## config.mk

```make
export PLATFORM = sky130hd
export DESIGN_NAME = io_port_component
export DESIGN_NICKNAME = d
export VERILOG_FILES = /design/src/rtl/io_port_pkg.sv /design/src/rtl/io_fifo_component.sv /design/src/rtl/io_port_component.sv
export SDC_FILE = /design/constraint.sdc
export NUM_CORES = 1
export LEC_CHECK = 0
export ABC_AREA = 1
export CORE_ASPECT_RATIO = 0.8
export CORE_MARGIN = 4
export CORE_UTILIZATION = 45
export DETAILED_ROUTE_END_ITERATION = 8
export GPL_TIMING_DRIVEN = 0
export MAX_ROUTING_LAYER = met4
export PLACE_DENSITY = 0.69
export SYNTH_ARGS = -nofsm -noshare
export SYNTH_HDL_FRONTEND = slang
export SYNTH_SLANG_ARGS = --single-unit
```

## constraint.sdc

```tcl
create_clock -name clock -period 2.2 [get_ports clock]
set_clock_uncertainty 0.1 [all_clocks]
set_input_delay 0.44 -clock clock [delete_from_list [all_inputs] [get_ports clock]]
set_output_delay 0.44 -clock clock [all_outputs]
set_load 0.005 [all_outputs]
```

## src/rtl/io_port_pkg.sv

```systemverilog
// Shared constants and types for the host-side I/O port.
package io_port_pkg;
  localparam int IO_WIDTH     = 16;
  localparam int IO_DEPTH     = 4;
  localparam int IO_PTR_W     = $clog2(IO_DEPTH);
  typedef logic [IO_WIDTH-1:0] io_word_t;
  localparam int IO_ERR_UNDER = 0;
  localparam int IO_ERR_OVER  = 1;
endpackage

```

## src/rtl/io_fifo_component.sv

```systemverilog
// Single-clock FIFO with a registered count. The head is qualified by
// non-empty and there is no push-to-head bypass.
// A push while full and a pop while empty are ignored.
module io_fifo_component
  import io_port_pkg::*;
#(
  parameter int WIDTH = IO_WIDTH,
  parameter int DEPTH = IO_DEPTH
) (
  input  logic             clock,
  input  logic             rst,
  input  logic             push,
  input  logic [WIDTH-1:0] push_data,
  input  logic             pop,
  output logic [WIDTH-1:0] head,
  output logic             empty,
  output logic             full
);
  localparam int PTR_W = $clog2(DEPTH);
  localparam int CNT_W = PTR_W + 1;

  logic [WIDTH-1:0] mem_q [DEPTH];
  logic [PTR_W-1:0] wr_ptr_q, wr_ptr_d, rd_ptr_q, rd_ptr_d;
  logic [CNT_W-1:0] count_q, count_d;
  logic             do_push, do_pop;

  assign empty   = (count_q == '0);
  assign full    = (count_q == CNT_W'(DEPTH));
  assign do_push = push && !full;
  assign do_pop  = pop && !empty;
  assign head    = empty ? '0 : mem_q[rd_ptr_q];

  // Pointer and count next-state; pointers wrap naturally since DEPTH is a power of two.
  always_comb begin
    wr_ptr_d = wr_ptr_q;
    rd_ptr_d = rd_ptr_q;
    count_d  = count_q;
    if (do_push) wr_ptr_d = wr_ptr_q + PTR_W'(1);
    if (do_pop)  rd_ptr_d = rd_ptr_q + PTR_W'(1);
    if (do_push && !do_pop)      count_d = count_q + CNT_W'(1);
    else if (!do_push && do_pop) count_d = count_q - CNT_W'(1);
  end

  // Control state register; reset discards buffered words by clearing the count.
  always_ff @(posedge clock) begin
    if (rst) begin
      wr_ptr_q <= '0;
      rd_ptr_q <= '0;
      count_q  <= '0;
    end else begin
      wr_ptr_q <= wr_ptr_d;
      rd_ptr_q <= rd_ptr_d;
      count_q  <= count_d;
    end
  end

  // Storage write; contents are left untouched by reset (head is masked when empty).
  always_ff @(posedge clock) begin
    if (do_push && !rst) mem_q[wr_ptr_q] <= push_data;
  end
endmodule

```

## src/rtl/io_port_component.sv

```systemverilog
// Host-side I/O port: input FIFO (host -> core read_in) and output FIFO
// (core write_out -> host) with status for core stalls.
// Optional sticky error flags are enabled with the IO_PORT_ERR_EN macro.
module io_port_component
  import io_port_pkg::*;
#(
  parameter int WIDTH = IO_WIDTH,
  parameter int DEPTH = IO_DEPTH
) (
  input  logic             clock,
  input  logic             rst,
  input  logic [WIDTH-1:0] host_in_data,
  input  logic             host_in_valid,
  output logic             host_in_ready,
  output logic [WIDTH-1:0] read_in,
  input  logic             cpu_rd,
  output logic             in_empty,
  input  logic [WIDTH-1:0] write_out,
  input  logic             cpu_wr,
  output logic             out_full,
  output logic [WIDTH-1:0] host_out_data,
  output logic             host_out_valid,
  input  logic             host_out_ready
`ifdef IO_PORT_ERR_EN
  ,
  output logic [1:0]       io_err
`endif
);
  logic in_full, out_empty;

  assign host_in_ready  = !in_full;
  assign host_out_valid = !out_empty;

  io_fifo_component #(.WIDTH(WIDTH), .DEPTH(DEPTH)) u_in_fifo (
    .clock     (clock),
    .rst       (rst),
    .push      (host_in_valid && host_in_ready),
    .push_data (host_in_data),
    .pop       (cpu_rd && !in_empty),
    .head      (read_in),
    .empty     (in_empty),
    .full      (in_full)
  );

  io_fifo_component #(.WIDTH(WIDTH), .DEPTH(DEPTH)) u_out_fifo (
    .clock     (clock),
    .rst       (rst),
    .push      (cpu_wr && !out_full),
    .push_data (write_out),
    .pop       (host_out_valid && host_out_ready),
    .head      (host_out_data),
    .empty     (out_empty),
    .full      (out_full)
  );

`ifdef IO_PORT_ERR_EN
  logic [1:0] io_err_q, io_err_d;

  // Sticky flags: core read while empty, core write while full.
  always_comb begin
    io_err_d = io_err_q;
    if (cpu_rd && in_empty) io_err_d[IO_ERR_UNDER] = 1'b1;
    if (cpu_wr && out_full) io_err_d[IO_ERR_OVER]  = 1'b1;
  end

  // Error flag register, cleared only by reset.
  always_ff @(posedge clock) begin
    if (rst) io_err_q <= '0;
    else     io_err_q <= io_err_d;
  end

  assign io_err = io_err_q;
`endif
endmodule
```

==> qor.csv <==
metric,value,unit
final_common_cell,nor2_1,
switching_power,3.01,mW
die_area,15400,µm²
power.leakage,2.93,nW
pre_cts_ws,-451,ps
finalHoldViolCount,0,
required,1660,ps
final_core_util,0.601,
synth_cell_type_count,24,
dp_cells,770,
portBuffers,72,
maxCapViolations,0,
drc,0,
yosys_warnings,0,
p_comb_frac,0.353,
endpoint,host_out_data[14],
synth_edf_count,128,
syn_nets,568,
drtIter0Drc,290,
synth-seq-area-share,0.694,
ff2ff_setup_slack,220,ps
max_clock_freq,0.467,GHz
die_h,112,µm
syn_area_per_cell,11.7,µm²
start_util,0.466,
final.period_utilization,0.973,
reg2regPathDepth,12,
core,13000,µm²
netlist_area,6060,µm²
seq_area,4220,µm²
grt_pass1_vias,4166,
finalSetupViolations,0,
rr_endpoint,u_in_fifo.count_q[2]$_SDFFE_PP0P_,
grt_max_degree,17,
area_growth,29.0,%
most-common-layout-cells,"nor2_1, edfxtp_1, o21ai_1",
fin_setup_tns,0,ps
fillers,1041,
whs,151,ps
viasPerCell,5.06,
worst_pin_slew,549,ps
cp.arrival,1600,ps
synth_seq_cells,146,
clock_power_share,0.276,
critPathKind,flop to primary output,
p_sw_frac,0.324,
dr_wl_met2,6.44,mm
cp-start-kind,flop,
clock_path_buffers,2,
drt-met1-wl,5.98,mm
die_w,138,µm
drv_slew,0,
hold_class,primary input to flop,
cp-end-kind,primary output,
p_int,6.28,mW
period_needed,2140,ps
synth_top_area_frac,0.634,
clk_latency,420,ps
cts_tree,done,
root_buffer,clkbuf_16,
dpl_cell_area,7090,µm²
reg2reg_from,u_in_fifo.count_q[0]$_SDFFE_PP0P_,
ios,74,
synth_top_area_cell,edfxtp_1,
crit_fanout,5,
vias,4139,
cts_sinks,146,
grt_setup_unrepaired,true,
grt_overflow,0,
multiInputGateArea,1600,µm²
max_slew_margin,0.633,
syn_inst,518,
cts_buffers,17,
first_pass_iters,5,
synthTopCellsByArea,"edfxtp_1, nor2_1, dfxtp_1",
synth_flop_cell,edfxtp_1,
status,finished clean,
wl_per_cell,16.8,µm
rows,37,
highest_layer,met4,
grt_usage,0.188,
wl_met3,1.06,mm
p_seq_frac,0.370,
htree_levels,4,
async_flop_share,0,
grt_pass1_wl,21.2,mm
final_layout_size_suffix_gt1_frac,0.222,
antenna_found_initial,0,
clk_pin_slew,50,ps
powerDensity,1190,nW/µm²
final-instance-count-excl-fill,818,
fin_nets,680,
diodes,0,
final_antenna_net_count,0,
ir_drop,815,µV
wl,13.7,mm
p_total,9.29,mW
dp_hpwl,8.72,mm
fin_area,7810,µm²
fin_ws,58.6,ps
routabilityCongestion,0.782,
[Yosys cell counts, types with 5 or more instances]
library cell  number
nor2_1           152
edfxtp_1         128
o21ai_1           54
a21oi_1           40
nand2_1           24
inv_1             23
dfxtp_1           18
o21ai_0           12
buf_6             11
ha_1              10
nand3_1            8
inv_2              6
buf_2              5
[worst min path at each step]
| stage | start | endpoint | slack (ps) | depth (start not counted) |
|---|---|---|---|---|
| after floorplan | u_out_fifo.rd_ptr_q[1]$_SDFFE_PP0P_ | flop | 360 | 2 |
| after global placement | u_in_fifo.rd_ptr_q[1]$_SDFFE_PP0P_ | u_in_fifo.rd_ptr_q[1]$_SDFFE_PP0P_ | 380 | 2 |
| after detailed placement | u_out_fifo.rd_ptr_q[0]$_SDFFE_PP0P_ | u_out_fifo.rd_ptr_q[0]$_SDFFE_PP0P_ | 390 | 2 |
| after CTS | rst | u_in_fifo.count_q[0]$_SDFFE_PP0P_ | 140 | 2 |
| after global routing | rst | u_in_fifo.count_q[0]$_SDFFE_PP0P_ | 150 | 2 |
| final | rst | u_in_fifo.count_q[0]$_SDFFE_PP0P_ | 150 | 2 |
[kinds of logic after synthesis]
family | share of synthesized area
fa+ha+maj | 0.0273
compound gates | 0.0907
buf+inv | 0.0537
flops | 0.694
xor+xnor | 0.00289
simple gates | 0.132
[final cells by class]
type | count | area share
sequential | 146 | 0.540
multi-input combinational | 316 | 0.205
timing repair buffer | 93 | 0.105
clock buffer | 27 | 0.0633
buffer | 23 | 0.0367
tap | 175 | 0.0280
inverter | 33 | 0.0187
clock inverter | 5 | 0.00352
[power by group through the flow]
stage	Sequential, mW	Clock [mW]	Combinational [mW]
floorplan	3.44	0	1.68
global placement	3.46	0	3.07
detailed placement	3.47	0	3.16
CTS	3.44	2.61	3.20
global route	3.47	2.75	3.61
finish	3.44	2.57	3.28
[critical path, cell delays in order, from the launching register on]
cell      delay, ps
dfxtp_2         310
buf_6           130
inv_6            70
clkbuf_8        140
buf_6           120
o21ai_0          90
a21oi_1         180
buf_2           150
[routing by layer]
| layer | vias up | track usage |
|---|---|---|
| met5 | - | - |
| met4 | 0 | 0.0764 |
| met3 | 19 | 0.0488 |
| met2 | 146 | 0.283 |
| met1 | 1969 | 0.243 |
| li1 | 2005 | - |
[sequential cells by signal (all words and copies together) (netlist names), named ones only]
register and cells:
u_in_fifo.mem_q 64, u_out_fifo.mem_q 64, u_in_fifo.count_q 3, u_out_fifo.count_q 3, u_out_fifo.rd_ptr_q 2, u_in_fifo.wr_ptr_q 2
u_out_fifo.wr_ptr_q 2, u_in_fifo.rd_ptr_q 2
[repair_timing]
item	in CTS	in global routing
resized for setup	104	68
buffers inserted	10	2
hold buffers	0	0
cloned	0	4
pin swaps	13	15
endpoints found under the setup margin	48	45
Note: power is estimated with default switching activity, not from simulation.
